--- src/rtl/v_lanes_wb_if.sv ---
// Bundle between the lane array, the v_lanes_wb collector and the VRF write port.
// The in_mask member exists only when VWB_MASK_EN is defined.
interface v_lanes_wb_if #(
    parameter int VLEN   = 128,
    parameter int ADDR_W = 5
);
    logic              in_valid;
    logic              in_ready;
    logic              in_sel;
    logic [2:0]        in_lmul;
    logic [ADDR_W-1:0] in_vd;
    logic [2:0]        in_vsew;
    logic [VLEN-1:0]   result_valu_1, result_valu_2, result_valu_3, result_valu_4;
    logic [VLEN-1:0]   result_vmul_1, result_vmul_2, result_vmul_3, result_vmul_4;
`ifdef VWB_MASK_EN
    logic [63:0]       in_mask;
`endif
    logic              wr_en;
    logic              wr_ready;
    logic [ADDR_W-1:0] wr_addr;
    logic [VLEN-1:0]   wr_data;
    logic [15:0]       wr_be;
    logic              wb_done;
    logic              busy;

    // Collector side
    modport slave (
`ifdef VWB_MASK_EN
        input  in_mask,
`endif
        input  in_valid, in_sel, in_lmul, in_vd, in_vsew,
        input  result_valu_1, result_valu_2, result_valu_3, result_valu_4,
        input  result_vmul_1, result_vmul_2, result_vmul_3, result_vmul_4,
        input  wr_ready,
        output in_ready, wr_en, wr_addr, wr_data, wr_be, wb_done, busy
    );

    // Lane array / register file side
    modport master (
`ifdef VWB_MASK_EN
        output in_mask,
`endif
        output in_valid, in_sel, in_lmul, in_vd, in_vsew,
        output result_valu_1, result_valu_2, result_valu_3, result_valu_4,
        output result_vmul_1, result_vmul_2, result_vmul_3, result_vmul_4,
        output wr_ready,
        input  in_ready, wr_en, wr_addr, wr_data, wr_be, wb_done, busy
    );
endinterface

--- src/rtl/v_lanes_wb.sv ---
// v_lanes_wb: captures one LMUL group of lane results (ALU or MUL bank) and
// drains it into the VRF write port one 128-bit register per accepted write.
// Optional element masking on byte enables: define VWB_MASK_EN.
module v_lanes_wb #(
    parameter int VLEN   = 128,
    parameter int NREG   = 32,
    parameter int ADDR_W = 5
) (
    input logic         clk,
    input logic         rst,
    v_lanes_wb_if.slave bus
);
    typedef enum logic [1:0] {IDLE, WRITE, DONE} state_t;

    state_t                 state;
    logic [3:0][VLEN-1:0]   grp_q;
    logic [ADDR_W-1:0]      base_q;
    logic [1:0]             idx_q;
    logic [1:0]             last_q;

    logic [1:0]             lmul_last;
    logic [ADDR_W-1:0]      vd_base;
    logic [VLEN-1:0]        first_data;
    logic [1:0]             idx_nx;
    logic [ADDR_W-1:0]      addr_nx;
    logic [15:0]            be_first;
    logic [15:0]            be_nx;

`ifdef VWB_MASK_EN
    logic [2:0]             vsew_q;
    logic [63:0]            mask_q;

    // Byte enables of group register r: each element's bytes follow its mask bit.
    function automatic logic [15:0] be_of(input logic [63:0] m, input logic [2:0] sew,
                                          input logic [1:0] r);
        logic [15:0] be;
        int          bit_i;
        be = '0;
        for (int b = 0; b < 16; b++) begin
            case (sew)
                3'b000:  bit_i = int'(r) * 16 + b;
                3'b001:  bit_i = int'(r) * 8 + b / 2;
                default: bit_i = int'(r) * 4 + b / 4;
            endcase
            be[b] = m[bit_i];
        end
        return be;
    endfunction
`endif

    // Accept-side decode and next-register selection for the drain.
    always_comb begin
        case (bus.in_lmul)
            3'b001:  lmul_last = 2'd1;
            3'b010:  lmul_last = 2'd3;
            default: lmul_last = 2'd0;
        endcase
        // Misaligned vd is forced down to the group alignment.
        vd_base    = bus.in_vd & ~ADDR_W'(lmul_last);
        first_data = bus.in_sel ? bus.result_vmul_1 : bus.result_valu_1;
        idx_nx     = idx_q + 2'd1;
        // Alignment keeps this below NREG; the modulo only documents the range.
        addr_nx    = ADDR_W'((32'(base_q) + 32'(idx_nx)) % NREG);
`ifdef VWB_MASK_EN
        be_first   = be_of(bus.in_mask, bus.in_vsew, 2'd0);
        be_nx      = be_of(mask_q, vsew_q, idx_nx);
`else
        be_first   = 16'hFFFF;
        be_nx      = 16'hFFFF;
`endif
    end

    // FSM with registered outputs: capture in IDLE, drain in WRITE, pulse in DONE.
    always_ff @(posedge clk) begin
        if (rst) begin
            state        <= IDLE;
            grp_q        <= '0;
            base_q       <= '0;
            idx_q        <= '0;
            last_q       <= '0;
`ifdef VWB_MASK_EN
            vsew_q       <= '0;
            mask_q       <= '0;
`endif
            bus.in_ready <= 1'b1;
            bus.wr_en    <= 1'b0;
            bus.wr_addr  <= '0;
            bus.wr_data  <= '0;
            bus.wr_be    <= '0;
            bus.wb_done  <= 1'b0;
            bus.busy     <= 1'b0;
        end else begin
            case (state)
                IDLE: begin
                    if (bus.in_valid) begin
                        grp_q <= bus.in_sel
                            ? {bus.result_vmul_4, bus.result_vmul_3, bus.result_vmul_2, bus.result_vmul_1}
                            : {bus.result_valu_4, bus.result_valu_3, bus.result_valu_2, bus.result_valu_1};
                        base_q       <= vd_base;
                        last_q       <= lmul_last;
                        idx_q        <= '0;
`ifdef VWB_MASK_EN
                        vsew_q       <= bus.in_vsew;
                        mask_q       <= bus.in_mask;
`endif
                        bus.in_ready <= 1'b0;
                        bus.busy     <= 1'b1;
                        bus.wr_en    <= 1'b1;
                        bus.wr_addr  <= vd_base;
                        bus.wr_data  <= first_data;
                        bus.wr_be    <= be_first;
                        state        <= WRITE;
                    end
                end
                WRITE: begin
                    // Without wr_ready every write output simply holds.
                    if (bus.wr_ready) begin
                        if (idx_q == last_q) begin
                            bus.wr_en   <= 1'b0;
                            bus.wr_addr <= '0;
                            bus.wr_data <= '0;
                            bus.wr_be   <= '0;
                            bus.wb_done <= 1'b1;
                            state       <= DONE;
                        end else begin
                            idx_q       <= idx_nx;
                            bus.wr_addr <= addr_nx;
                            bus.wr_data <= grp_q[idx_nx];
                            bus.wr_be   <= be_nx;
                        end
                    end
                end
                DONE: begin
                    bus.wb_done  <= 1'b0;
                    bus.busy     <= 1'b0;
                    bus.in_ready <= 1'b1;
                    state        <= IDLE;
                end
                default: state <= IDLE;
            endcase
        end
    end
endmodule

--- src/flat_wrapper.sv ---
// flat-port wrapper written by rule: the top's interface ports become plain ports
module v_lanes_wb_flat 
#(
    parameter int VLEN   = 128,
    parameter int NREG   = 32,
    parameter int ADDR_W = 5
)
  (clk, rst, bus_in_valid, bus_in_sel, bus_in_lmul, bus_in_vd, bus_in_vsew, bus_result_valu_1, bus_result_valu_2, bus_result_valu_3, bus_result_valu_4, bus_result_vmul_1, bus_result_vmul_2, bus_result_vmul_3, bus_result_vmul_4, bus_wr_ready, bus_in_ready, bus_wr_en, bus_wr_addr, bus_wr_data, bus_wr_be, bus_wb_done, bus_busy);
  v_lanes_wb_if #(.VLEN(VLEN), .ADDR_W(ADDR_W)) bus_i ();
  input logic clk;
  input logic rst;
  input wire logic [$bits(bus_i.in_valid)-1:0] bus_in_valid;
  input wire logic [$bits(bus_i.in_sel)-1:0] bus_in_sel;
  input wire logic [$bits(bus_i.in_lmul)-1:0] bus_in_lmul;
  input wire logic [$bits(bus_i.in_vd)-1:0] bus_in_vd;
  input wire logic [$bits(bus_i.in_vsew)-1:0] bus_in_vsew;
  input wire logic [$bits(bus_i.result_valu_1)-1:0] bus_result_valu_1;
  input wire logic [$bits(bus_i.result_valu_2)-1:0] bus_result_valu_2;
  input wire logic [$bits(bus_i.result_valu_3)-1:0] bus_result_valu_3;
  input wire logic [$bits(bus_i.result_valu_4)-1:0] bus_result_valu_4;
  input wire logic [$bits(bus_i.result_vmul_1)-1:0] bus_result_vmul_1;
  input wire logic [$bits(bus_i.result_vmul_2)-1:0] bus_result_vmul_2;
  input wire logic [$bits(bus_i.result_vmul_3)-1:0] bus_result_vmul_3;
  input wire logic [$bits(bus_i.result_vmul_4)-1:0] bus_result_vmul_4;
  input wire logic [$bits(bus_i.wr_ready)-1:0] bus_wr_ready;
  output wire logic [$bits(bus_i.in_ready)-1:0] bus_in_ready;
  output wire logic [$bits(bus_i.wr_en)-1:0] bus_wr_en;
  output wire logic [$bits(bus_i.wr_addr)-1:0] bus_wr_addr;
  output wire logic [$bits(bus_i.wr_data)-1:0] bus_wr_data;
  output wire logic [$bits(bus_i.wr_be)-1:0] bus_wr_be;
  output wire logic [$bits(bus_i.wb_done)-1:0] bus_wb_done;
  output wire logic [$bits(bus_i.busy)-1:0] bus_busy;
  assign bus_i.in_valid = bus_in_valid;
  assign bus_i.in_sel = bus_in_sel;
  assign bus_i.in_lmul = bus_in_lmul;
  assign bus_i.in_vd = bus_in_vd;
  assign bus_i.in_vsew = bus_in_vsew;
  assign bus_i.result_valu_1 = bus_result_valu_1;
  assign bus_i.result_valu_2 = bus_result_valu_2;
  assign bus_i.result_valu_3 = bus_result_valu_3;
  assign bus_i.result_valu_4 = bus_result_valu_4;
  assign bus_i.result_vmul_1 = bus_result_vmul_1;
  assign bus_i.result_vmul_2 = bus_result_vmul_2;
  assign bus_i.result_vmul_3 = bus_result_vmul_3;
  assign bus_i.result_vmul_4 = bus_result_vmul_4;
  assign bus_i.wr_ready = bus_wr_ready;
  assign bus_in_ready = bus_i.in_ready;
  assign bus_wr_en = bus_i.wr_en;
  assign bus_wr_addr = bus_i.wr_addr;
  assign bus_wr_data = bus_i.wr_data;
  assign bus_wr_be = bus_i.wr_be;
  assign bus_wb_done = bus_i.wb_done;
  assign bus_busy = bus_i.busy;
  v_lanes_wb #(.VLEN(VLEN), .NREG(NREG), .ADDR_W(ADDR_W)) u_core (.clk(clk), .rst(rst), .bus(bus_i));
endmodule
--- config.mk ---
export PLATFORM = sky130hd
export DESIGN_NAME = v_lanes_wb_flat
export DESIGN_NICKNAME = d
export VERILOG_FILES = /design/src/rtl/v_lanes_wb_if.sv /design/src/rtl/v_lanes_wb.sv /design/src/flat_wrapper.sv
export SDC_FILE = /design/constraint.sdc
export NUM_CORES = 1
export LEC_CHECK = 0
export ABC_AREA = 1
export CORE_AREA = 2 2 469 471
export CTS_CLUSTER_SIZE = 14
export DETAILED_ROUTE_END_ITERATION = 12
export DIE_AREA = 0 0 471 473
export SLEW_MARGIN = 25
export SYNTH_ARGS = -nofsm -noshare
export SYNTH_HDL_FRONTEND = slang
export SYNTH_SLANG_ARGS = --single-unit
--- constraint.sdc ---
create_clock -name clk -period 2 [get_ports clk]
set_input_delay 0.5 -clock clk [delete_from_list [all_inputs] [get_ports clk]]
set_output_delay 0.5 -clock clk [all_outputs]
set_load 0.01 [all_outputs]
# After elaboration in Yosys (flattened, before gate mapping)
# Cells that the tools add are included.
[op_classes] add_sub_neg=2 magnitude_cmp=1 n_eq_ne=9 n_mux=35 bitwise_logic=2 reduce_logical=11
[op_table] cell="128-bit 2-to-1 mux" count=5
[op_table] cell="512-bit 2-to-1 mux" count=1
[op_table] cell="128-bit binary-select mux with 2-bit select" count=1
[op_table] cell="128-bit one-hot mux with 2 select lines" count=1
[op_table] cell="16-bit 2-to-1 mux" count=3
[op_table] cell="16-bit one-hot mux with 2 select lines" count=1
[op_table] cell="5-bit 2-to-1 mux" count=3
[op_table] cell="2-bit 2-to-1 mux" count=6
[op_table] cell="2-bit one-hot mux with 2 select lines" count=3
[op_table] cell="5-bit one-hot mux with 2 select lines" count=1
[op_table] cell="3-bit AND reduction" count=3
[op_table] cell="1-bit one-hot mux with 2 select lines" count=4
[op_table] cell="4-bit AND reduction" count=2
[op_table] cell="1-bit 2-to-1 mux" count=6
[op_table] cell="2-bit != test (second input constant)" count=3
[op_table] cell="2-bit nonzero test" count=3
[op_table] cell="5-bit by 2-bit adder with 5-bit output" count=1
[op_table] cell="5-bit bitwise AND" count=1
[op_table] cell="2-bit inverter with 5-bit output" count=1
[op_table] cell="2-bit AND reduction" count=2
[op_table] cell="3-bit by 1-bit equality test with 1-bit output (second input constant)" count=1
[op_table] cell="3-bit by 2-bit equality test with 1-bit output (second input constant)" count=1
[op_table] cell="2-bit by 3-bit less-than comparator with 1-bit output (second input constant)" count=1
[op_table] cell="2-bit by 1-bit adder with 2-bit output (second input constant)" count=1
[op_table] cell="5 further kinds" count=5
[word_totals] ff_bits=676

# Depth between registers and ports, before layout
[depth] word_depth=6 ltp_mapped=13

# Worst setup path after synthesis
# Ideal clock, no wire load.
[synth_path] path_type="reg2reg" start="reg u_core.idx_q[0]" end="reg u_core.bus.wr_addr[4]" setup_ps=132 arrival_ps=1836 required_time_ps=1868 setup_slack_ps=32 stages_incl_launch_ff=13 synth_period_minus_slack_ps=1968 cell_sequence="dfxtp_1 > buf_2 > inv_1 > clkbuf_1 > buf_2 > ha_1 > fa_1 > nand3_1 > nand2_1 > nand2_1 > inv_1 > nand3_1 > a21oi_1"
[synth_via] elab_chain_len=5
[synth_rtl] item="start, declared" line_no="v_lanes_wb.sv:18" rtl="logic [1:0] idx_q;"
[synth_rtl] item="start signal, assigned" line_no="v_lanes_wb.sv:126" rtl="idx_q <= idx_nx;"
[synth_rtl] item="2-bit by 1-bit adder with 2-bit output" line_no="v_lanes_wb.sv:61" rtl="idx_nx = idx_q + 2'd1;"
[synth_rtl] item="5-bit by 2-bit adder with 5-bit output" line_no="v_lanes_wb.sv:63" rtl="addr_nx = ADDR_W'((32'(base_q) + 32'(idx_nx)) % NREG);"
[synth_rtl] item="5-bit 2-to-1 mux *" line_no="v_lanes_wb.sv:118" rtl="if (idx_q == last_q) begin"
[synth_rtl] item="5-bit 2-to-1 mux *" line_no="v_lanes_wb.sv:117" rtl="if (bus.wr_ready) begin"
[synth_rtl] item="5-bit one-hot mux with 2 select lines *" line_no="v_lanes_wb.sv:93" rtl="case (state)"
[synth_rtl] item="end signal, assigned" line_no="v_lanes_wb.sv:109" rtl="bus.wr_addr <= vd_base;"
[synth_rtl] item="end signal, assigned" line_no="v_lanes_wb.sv:127" rtl="bus.wr_addr <= addr_nx;"
[synth_rtl] item="end, declared" line_no="v_lanes_wb_if.sv:35" rtl="output in_ready, wr_en, wr_addr, wr_data, wr_be, wb_done, busy"
# Mark *: on every way between the ends. The rest lies on a longest branch, timed or not. The select of a mux whose other input is x is not followed.
# A chain may end at the register's enable or synchronous reset.

==> metrics.txt <==
# TYPE chip_impl_metric gauge
chip_impl_info{name="outcome",value="finished clean"} 1
chip_impl_info{name="holdPathEnd",value="u_core.bus.wr_data[28]$_SDFFE_PP0P_"} 1
chip_impl_info{name="crit_type",value="reg2out"} 1
chip_impl_metric{name="gr-usage-all-layers",unit=""} 0.178
chip_impl_metric{name="design_power_total",unit="W"} 0.0424
chip_impl_metric{name="synth_cell_types",unit=""} 28
chip_impl_metric{name="post_synth.cell_area_avg",unit="µm²"} 6.35
chip_impl_metric{name="setup_viol",unit=""} 0
chip_impl_metric{name="worst_ir_drop_on_vdd",unit="mV"} 0.560
chip_impl_metric{name="ys_seq_elements",unit=""} 661
chip_impl_metric{name="timing.final.crit_period",unit="ps"} 1960
chip_impl_metric{name="design.final.nets",unit=""} 7571
chip_impl_info{name="timing.hold.worst.start",value="rst"} 1
chip_impl_metric{name="worstPathRequired",unit="ps"} 1500
chip_impl_metric{name="io_buffer_count",unit=""} 1189
chip_impl_metric{name="dp_slack",unit="ps"} -293
chip_impl_metric{name="cts.htree.levels",unit=""} 3
chip_impl_metric{name="dpl_cell_area",unit="mm²"} 0.0513
chip_impl_metric{name="maximum_number_of_pins_on_one_net_before_global_route_repair",unit=""} 79
chip_impl_metric{name="number_of_cell_instances_on_the_worst_register_to_register_path",unit=""} 9
chip_impl_metric{name="grt_pass1_vias",unit=""} 38300
chip_impl_metric{name="fp.coreArea",unit="mm²"} 0.218
chip_impl_metric{name="dieArea",unit="mm²"} 0.223
chip_impl_metric{name="setup.reg_to_reg.worst_slack",unit="ps"} 60
chip_impl_info{name="critPathLaunchType",value="register"} 1
chip_impl_metric{name="postRouteWirelength",unit="mm"} 208
chip_impl_metric{name="globalRouteOverflowTotal",unit=""} 0
chip_impl_metric{name="combinationalPowerShare",unit=""} 0.271
chip_impl_metric{name="hold_path_depth",unit=""} 5
chip_impl_metric{name="cts_made_buffers",unit=""} 82
chip_impl_metric{name="antenna_found_initial",unit=""} 39
chip_impl_metric{name="finalInstanceArea",unit="mm²"} 0.0543
chip_impl_metric{name="firstDrtPassIters",unit=""} 5
chip_impl_metric{name="placementRows",unit=""} 172
chip_impl_info{name="synthTopCellsByArea",value="sky130_fd_sc_hd__dfxtp_1 (39%), sky130_fd_sc_hd__a21oi_1 (16%), sky130_fd_sc_hd__nand2_1 (12%)"} 1
chip_impl_metric{name="finalMaxSlewViolations",unit=""} 0
chip_impl_metric{name="power_share_of_the_clock_group",unit=""} 0.364
chip_impl_metric{name="die-width",unit="µm"} 471
chip_impl_metric{name="intPower",unit="W"} 0.0288
chip_impl_info{name="grt_setup_unrepaired",value="true"} 1
chip_impl_metric{name="holdBufCountCts",unit=""} 0
chip_impl_metric{name="power-per-cell-area",unit="mW/mm²"} 781
chip_impl_metric{name="post_synthesis_instance_area",unit="mm²"} 0.0337
chip_impl_metric{name="drtIter0Drc",unit=""} 2551
chip_impl_metric{name="route.detailed.vias_per_inst",unit=""} 4.13
chip_impl_metric{name="synth_fp_nets",unit=""} 6359
chip_impl_metric{name="globalplace.congestion",unit=""} 0.932
chip_impl_info{name="cts_root_buf",value="sky130_fd_sc_hd__clkbuf_16"} 1
chip_impl_metric{name="initial_core_util",unit=""} 0.155
chip_impl_info{name="critical_path.reg2reg.endpoint",value="u_core.bus.wr_data[66]$_SDFFE_PP0P_"} 1
chip_impl_metric{name="syn-instance-count",unit=""} 5316
chip_impl_metric{name="timing.clock.skew",unit="ps"} 32.7
chip_impl_metric{name="maxSlewHeadroom",unit=""} 0.486
chip_impl_metric{name="die_h",unit="µm"} 473
chip_impl_metric{name="place.detailed.hpwl",unit="mm"} 168
chip_impl_metric{name="synth_seq_area_share",unit=""} 0.392
chip_impl_metric{name="number_of_nets_with_antenna_violations_after_routing",unit=""} 0
chip_impl_metric{name="share_of_final_layout_standard_cells_stronger_than_drive_strength_1",unit=""} 0.0955
chip_impl_metric{name="drc",unit=""} 0
chip_impl_metric{name="yosysWarningCount",unit=""} 0
chip_impl_metric{name="worst-path-max-fanout",unit=""} 7
chip_impl_metric{name="synth.top_cell.area_share",unit=""} 0.392
chip_impl_metric{name="switching_power",unit="W"} 0.0136
chip_impl_info{name="min_path_type",value="in2reg"} 1
chip_impl_info{name="synth.largest_area_cell",value="sky130_fd_sc_hd__dfxtp_1"} 1
chip_impl_metric{name="hold_slack",unit="ps"} 339
chip_impl_info{name="timing.critical_path.to_type",value="output port"} 1
chip_impl_metric{name="vias",unit=""} 39100
chip_impl_metric{name="clkLatencyLatePin",unit="ps"} 710
chip_impl_metric{name="cts.sinks",unit=""} 661
chip_impl_metric{name="path_clk_slew",unit="ps"} 60
chip_impl_metric{name="period_share",unit=""} 0.979
chip_impl_info{name="tritoncts_clock_tree",value="yes"} 1
chip_impl_metric{name="route.detailed.wl_per_inst",unit="µm"} 21.9
chip_impl_info{name="crit-reg2reg-launch",value="u_core.idx_q[0]$_SDFFE_PP0P_"} 1
chip_impl_metric{name="syn2layout_area_growth",unit="%"} 60.9
chip_impl_metric{name="drv_cap",unit=""} 0
chip_impl_metric{name="io_count",unit=""} 1193
chip_impl_metric{name="seq_power_share",unit=""} 0.366
chip_impl_metric{name="setup_total_neg_slack",unit="ps"} 0
chip_impl_metric{name="tightest_slew",unit="ps"} 766
chip_impl_metric{name="worstPathArrival",unit="ps"} 1460
chip_impl_metric{name="post_route_worst_setup_slack",unit="ps"} 41.2
chip_impl_metric{name="power.leakage",unit="nW"} 23.3
chip_impl_metric{name="timing.fmax",unit="MHz"} 511
chip_impl_metric{name="finalHoldViolCount",unit=""} 0
chip_impl_metric{name="sw_frac_of_total",unit=""} 0.320
chip_impl_metric{name="ctsLongestPathBuffers",unit=""} 3
chip_impl_metric{name="wire_length_of_the_first_global_routing_pass",unit="mm"} 282
Yosys cell counts, drive strengths merged:
cell type	instances
nor3	1
a21boi	1
inv	574
buf	171
nand3b	2
dfxtp	661
nand4	4
o21ai	692
a211oi	66
nand3	94
a31oi	1
clkinv	1
a21oi	1084
fa	1
clkbuf	271
nor2	637
o21a	1
xor2	1
ha	2
nand2	1051
worst max path at each step:
stage	startpoint	end	slack, ps	cells after the start
2_1_floorplan	u_core.idx_q[0]$_SDFFE_PP0P_	u_core.bus.wr_addr[4]$_SDFFE_PP0P_	30	12
3_3_place_gp	bus_wr_ready	u_core.bus.wr_data[86]$_SDFFE_PP0P_	-270	9
3_5_place_dp	bus_in_sel	u_core.bus.wr_data[103]$_SDFFE_PP0P_	-290	7
4_1_cts	u_core.bus.wr_be[14]$_SDFFE_PP0P_	bus_wr_be[12]	-70	3
5_1_grt	u_core.bus.wr_be[14]$_SDFFE_PP0P_	bus_wr_be[13]	-50	3
6_report	u_core.bus.wr_be[14]$_SDFFE_PP0P_	bus_wr_be[13]	40	3
stage by stage:
step | util | cells
3_5_place_dp | 0.235 | 9302
4_1_cts | 0.248 | 9456
6_report | 0.249 | 9470
2_1_floorplan | - | 5316
5_1_grt | 0.249 | 9466
3_3_place_gp | 0.235 | 9302
repair_timing:
item,CTS,global route
gates resized for setup,243,22
endpoints found under the setup margin,163,36
gates cloned,3,3
buffers inserted,6,4
pin swaps,1,0
registers in the layout (all words and copies together) (netlist names):
register             cells
u_core.base_q            5
u_core.bus.busy          1
u_core.bus.in_ready      1
u_core.bus.wb_done       1
u_core.bus.wr_addr       5
u_core.bus.wr_be         1
u_core.bus.wr_data     128
u_core.bus.wr_en         1
u_core.grp_q           512
u_core.idx_q             2
u_core.last_q            2
u_core.state             2
cell type report:
type	count	area, µm²
flip-flops and latches	661	13200
clock buffers	115	2340
repair buffers	1570	16000
diodes	10	25.0
multi-input cells	3638	16500
clock inverters	30	415
inverters	575	2200
well taps	2871	3590
fillers	24200	164000
logic make-up (layout without fill, tap and decap cells):
| kind of cell | Yosys count | in the layout | share of synthesized area |
|---|---|---|---|
| compound gates | 1845 | 1845 | 0.282 |
| xor+xnor | 1 | 1 | 0.000260 |
| fa+ha+maj | 3 | 3 | 0.00133 |
| buf+inv | 1017 | 2290 | 0.121 |
| flops | 661 | 661 | 0.392 |
| other cells | 0 | 10 | 0 |
| simple gates | 1789 | 1789 | 0.203 |
critical path, cell delays in order (launching register included):
cell                      delay (ps)
sky130_fd_sc_hd__dfxtp_4         390
sky130_fd_sc_hd__buf_8           150
sky130_fd_sc_hd__buf_12          120
sky130_fd_sc_hd__buf_6           110
power by group through the flow:
stage | clock network [W] | logic [W] | registers (W)
global placement | 0 | 0.0117 | 0.0157
floorplan | 0 | 0.00457 | 0.0157
CTS | 0.0158 | 0.0117 | 0.0155
finish | 0.0154 | 0.0115 | 0.0155
global route | 0.0163 | 0.0125 | 0.0157
detailed placement | 0 | 0.0117 | 0.0157
layer usage:
layer,GRT usage,wire length [µm],vias to the layer above
met4,0.0962,12400,20
met2,0.340,109000,1427
met1,0.181,74800,17800
li1,-,-,19600
met3,0.0340,11500,296
met5,0,133,-
cell usage in the layout, fill, tap and decap left out, types with 22 or more instances in the layout:
master,synthesis,layout
sky130_fd_sc_hd__a21oi_1,1083,1083
sky130_fd_sc_hd__nand2_1,1049,1045
sky130_fd_sc_hd__clkdlybuf4s50_1,0,1034
sky130_fd_sc_hd__o21ai_0,692,678
sky130_fd_sc_hd__dfxtp_1,661,656
sky130_fd_sc_hd__nor2_1,636,634
sky130_fd_sc_hd__inv_1,570,568
sky130_fd_sc_hd__buf_4,29,304
sky130_fd_sc_hd__buf_12,0,103
sky130_fd_sc_hd__nand3_1,94,94
sky130_fd_sc_hd__clkbuf_16,0,87
sky130_fd_sc_hd__dlygate4sd2_1,0,68
sky130_fd_sc_hd__a211oi_1,46,46
sky130_fd_sc_hd__clkdlybuf4s15_2,0,22
(Power assumes the default switching activity.)
